`src/rtl/hex_display_bank.sv`:
```
// rtl/hex_display_bank.sv - bank of active-low 7-segment digits with registered load, leading-zero blanking, blink and PWM dimming
module hex_display_bank #(
    parameter int DIGITS   = 5,
    parameter int TICK_DIV = 12_500_000,
    parameter int PWM_BITS = 4
) (
    input  logic                  CLOCK_50,
    input  logic                  reset,
    input  logic                  load,
    input  logic [4*DIGITS-1:0]   value,
    input  logic                  blank_lz,
    input  logic [DIGITS-1:0]     blink_mask,
    input  logic [PWM_BITS-1:0]   bright,
    output logic [7*DIGITS-1:0]   HEX,
    output logic                  blink_phase
);

    localparam int TICK_W = (TICK_DIV > 1) ? $clog2(TICK_DIV) : 1;
    localparam logic [TICK_W-1:0] TICK_LAST = TICK_W'(TICK_DIV - 1);

    logic [4*DIGITS-1:0] value_q;
    logic [TICK_W-1:0]   tick_cnt;
    logic [PWM_BITS-1:0] pwm_cnt;
    logic                pwm_on;
    logic [DIGITS-1:0]   upper_zero;
    logic [7*DIGITS-1:0] hex_next;

    // Font bits are {g,f,e,d,c,b,a}, 0 = segment lit
    function automatic logic [6:0] seg_font(input logic [3:0] n);
        logic [6:0] s;
        case (n)
            4'h0: s = 7'h40;
            4'h1: s = 7'h79;
            4'h2: s = 7'h24;
            4'h3: s = 7'h30;
            4'h4: s = 7'h19;
            4'h5: s = 7'h12;
            4'h6: s = 7'h02;
            4'h7: s = 7'h78;
            4'h8: s = 7'h00;
            4'h9: s = 7'h10;
            4'hA: s = 7'h08;
            4'hB: s = 7'h03;
            4'hC: s = 7'h46;
            4'hD: s = 7'h21;
            4'hE: s = 7'h06;
            default: s = 7'h0E;
        endcase
        return s;
    endfunction

    always_ff @(posedge CLOCK_50 or negedge reset) begin
        if (!reset) begin
            value_q     <= '0;
            tick_cnt    <= '0;
            blink_phase <= 1'b0;
            pwm_cnt     <= '0;
            HEX         <= '1;
        end else begin
            if (load) begin
                value_q <= value;
            end
            if (tick_cnt == TICK_LAST) begin
                tick_cnt    <= '0;
                blink_phase <= ~blink_phase;
            end else begin
                tick_cnt <= tick_cnt + 1'b1;
            end
            pwm_cnt <= pwm_cnt + 1'b1;
            HEX     <= hex_next;
        end
    end

    assign pwm_on = (bright == '1) || (pwm_cnt < bright);

    // upper_zero[d]: nibbles d..DIGITS-1 are all zero
    always_comb begin
        logic run;
        run        = 1'b1;
        upper_zero = '0;
        for (int d = DIGITS - 1; d >= 0; d--) begin
            run           = run && (value_q[4*d +: 4] == 4'h0);
            upper_zero[d] = run;
        end
    end

    always_comb begin
        logic dark;
        hex_next = '1;
        for (int d = 0; d < DIGITS; d++) begin
            dark = (blink_mask[d] && blink_phase)
                || (blank_lz && (d > 0) && upper_zero[d])
                || !pwm_on;
            hex_next[7*d +: 7] = dark ? 7'h7F : seg_font(value_q[4*d +: 4]);
        end
    end

endmodule

```
`config.mk`:
```
export PLATFORM = sky130hd
export DESIGN_NAME = hex_display_bank
export DESIGN_NICKNAME = d
export VERILOG_FILES = /design/src/rtl/hex_display_bank.sv
export SDC_FILE = /design/constraint.sdc
export NUM_CORES = 1
export LEC_CHECK = 0
export BUFFER_PORTS_ARGS = -buffer_cell sky130_fd_sc_hd__buf_2
export CORE_ASPECT_RATIO = 0.6
export CORE_MARGIN = 1
export CORE_UTILIZATION = 45
export CTS_CLUSTER_DIAMETER = 40
export DETAILED_ROUTE_END_ITERATION = 8
export PLACE_DENSITY = 0.7
export SLEW_MARGIN = 25
export SYNTH_ARGS = -nofsm -noshare
export SYNTH_HDL_FRONTEND = slang
export SYNTH_SLANG_ARGS = --single-unit
```
`constraint.sdc`:
```
create_clock -name CLOCK_50 -period 4.8 [get_ports CLOCK_50]
set_clock_uncertainty 0.1 [all_clocks]
set_input_delay 0 -clock CLOCK_50 [delete_from_list [all_inputs] [get_ports CLOCK_50]]
set_output_delay 0 -clock CLOCK_50 [all_outputs]
set_load 0.02 [all_outputs]
```
==> out/metrics.yaml <==
routed_wl_um: 9510
fin_crit_ps: 2400
cp.required_ps: 4970
synth_xor_area_share_pct: 4.94
cap_violations: 0
timing.critical_path.mode_cell: "nand4_1"
core_um2: 9360
vias: 3486
hold_class: "in2reg"
synth_flop_cell: "dfrtp_1"
yosysWarningCount: 0
clock_latency_ps: 340
diodes: 0
muxShareOfSynthArea_pct: 3.90
antenna_found_initial: 0
cts_buffer_depth: 2
slowest_delay_ps: 560
power.density_nw_per_um2: 343
rsz0062_at_grt: "false"
globalplace.congestion: 0.813
relSlewSlack_pct: 33.7
synth_top_family_by_area: "simple AND/OR/NAND/NOR gates"
synth_top_area_cell: "dfrtp_1"
dr.first_iter.drc_count: 256
startpoint: "value_q[16]"
cts_tree: "yes"
setup_viol: 0
synth_cells: 445
ctsHtreeMaxLevel: 3
r2r_start: "value_q[16]"
dr.pass1.iters: 4
crit_arrival_ps: 2570
hpwl_um: 6590
core.rowCount: 27
cts_resized: 0
postRouteAntennaNets: 0
fmax_mhz: 416
synth-adder-area-share_pct: 8.76
synth-seq-area-share_pct: 48.4
drc: 0
io_buffers: 68
grt_pass1_wl_um: 16500
yosys.cell_types.count: 46
area_growth_syn_to_layout_pct: 22.3
slew_viol_final: 0
numCtsBuffers: 9
critPathLaunchType: "register"
die_width_um: 130
mappedNetlistNets: 509
first_global_vias: 3313
clk_transition_reported_paths_ps: 70
tns_ps: 0
crit_type: "reg2reg"
finalHoldViolCount: 0
cts_num_sinks: 84
placed_cells: 622
yosysTopAreaCellShare_pct: 27.7
fin_nets: 595
rr_worst_depth: 6
synthArstFlopShare_pct: 100
ys_seq_elements: 84
slowest_stage: "nor4bb_1"
fin_crit_sh_pct: 50.1
crit_fanout: 7
multiInputGateArea_um2: 2100
wire_per_inst_um: 14.3
grt_max_degree: 60
p_leak_nw: 2.58
stdcell_count: 666
r2r-end: "HEX[7]"
synth_area_um2: 4430
synth_edf_count: 0
ir_drop_mv: 0.172
overflow: 0
register_area_um2: 2150
outcome: "finished, final reports clean"
grt.total_usage_pct: 21.0
vias_per_cell: 5.23
crit_path_end_kind: "register"
synth_compound_area_share_pct: 10.7
holdPathStages: 3
synthSimpleGateAreaFrac_pct: 19.1
die_area_um2: 10300
drive_gt1_share_pct: 26.3
synth_area_per_cell_um2: 9.95
ios: 69
n_fill_cell: 798
hold_end: "value_q[10]"
synth.area.top_cells: "dfrtp_1 (28%), dfstp_2 (21%), ha_1 (8.8%)"
cts_root_buf: "clkbuf_16"
worst_pin_slew_ps: 987
synthTopCellsByCount: "nand2_1 (53), dfrtp_1 (49), dfstp_2 (35), ha_1 (31)"
synth.most_common_cell: "nand2_1"
die_h_um: 78.9
initial_core_util_pct: 47.3
r2r_slack_ps: 2400
cp_cell_sequence: "inv_1, ha_1, nor4bb_1, and3_1, nand4_1, nand4_1"
worstHoldStart: "load"
state kept, by name (all words and copies together), names as in the netlist:
name and count:
blink_phase 1, value_q 20, tick_cnt 24, pwm_cnt 4, HEX 35
worst max path at each step:
stage	endpoint	slack (ps)	cells past startpoint
global route	HEX[7]	2180	6
floorplan	HEX[30]	2990	7
CTS	HEX[7]	2420	6
detailed placement	HEX[11]	2470	6
global placement	HEX[7]	2520	6
finish	HEX[7]	2400	6
placed cells by master (no fill, tap or decap), drive strengths merged, types with 2 or more instances in the layout:
cell type / count
buf: 69
dlygate4sd3: 28
and4: 2
nor4b: 2
nand4: 21
mux4: 2
a211oi: 2
a31oi: 4
inv: 29
ha: 31
and3: 3
clkbuf: 9
nor2: 33
o211ai: 2
dfstp: 35
xnor2: 11
mux2i: 6
nor4: 2
a21o: 2
xor2: 14
nand3b: 5
nand3: 28
a32oi: 2
a21oi: 15
clkinv: 3
nor2b: 2
o2111ai: 7
nand2: 53
mux2: 6
o21ai: 44
nor3: 4
nand2b: 4
dfrtp: 49
metal layers:
metal | up-vias | global-route usage [%] | wire (µm)
li1 | 1732 | - | -
met1 | 1660 | 30.2 | 4730
met2 | 80 | 31.2 | 4150
met3 | 14 | 4.78 | 497
met4 | 0 | 6.28 | 131
met5 | - | 0 | 0
metrics by stage:
step	worst slack (ps)	hold WS, ps	total power [mW]	area (µm²)	utilization (%)
2_1_floorplan	2990	-396	1.09	4430	-
3_3_place_gp	2520	-180	1.19	4850	51.9
3_5_place_dp	2470	-173	1.20	4850	51.9
4_1_cts	2420	69.2	1.88	5410	57.9
5_1_grt	2180	120	1.96	5420	57.9
6_report	2400	73.5	1.86	5420	57.9
cell type report:
cell class | count | share of cell area, %
Multi-Input combinational cell | 314 | 38.8
Tap cell | 130 | 3.00
Clock buffer | 9 | 4.16
Timing Repair Buffer | 97 | 11.6
Inverter | 25 | 1.73
Clock inverter | 7 | 1.04
Sequential cell | 84 | 39.6
critical path: cells and delay by family (launching register included):
| kind | cells | cell delay, ps |
|---|---|---|
| DFF | 1 | 420 |
| and+or+nand+nor | 4 | 1420 |
| buffers and inverters | 1 | 170 |
| adders and majority gates | 1 | 210 |
what timing repair did:
action	CTS	global route
hold buffers	28	0
buffers inserted	0	0
endpoints found under the hold margin	79	0
where the power goes:
| part | internal (mW) | switching, mW |
|---|---|---|
| logic | 0.141 | 0.200 |
| registers | 0.808 | 0.0550 |
| clock network | 0.358 | 0.296 |
cell families (layout without fill, tap and decap cells):
family | after synthesis | count (layout)
xor gates and xnor gates | 25 | 25
AOI/OAI and AO/OA | 82 | 82
adders and majority gates | 31 | 31
buffers and inverters | 47 | 138
muxes | 14 | 14
and+or+nand+nor | 162 | 162
DFF | 84 | 84
Note: power is estimated with default switching activity, not from simulation.
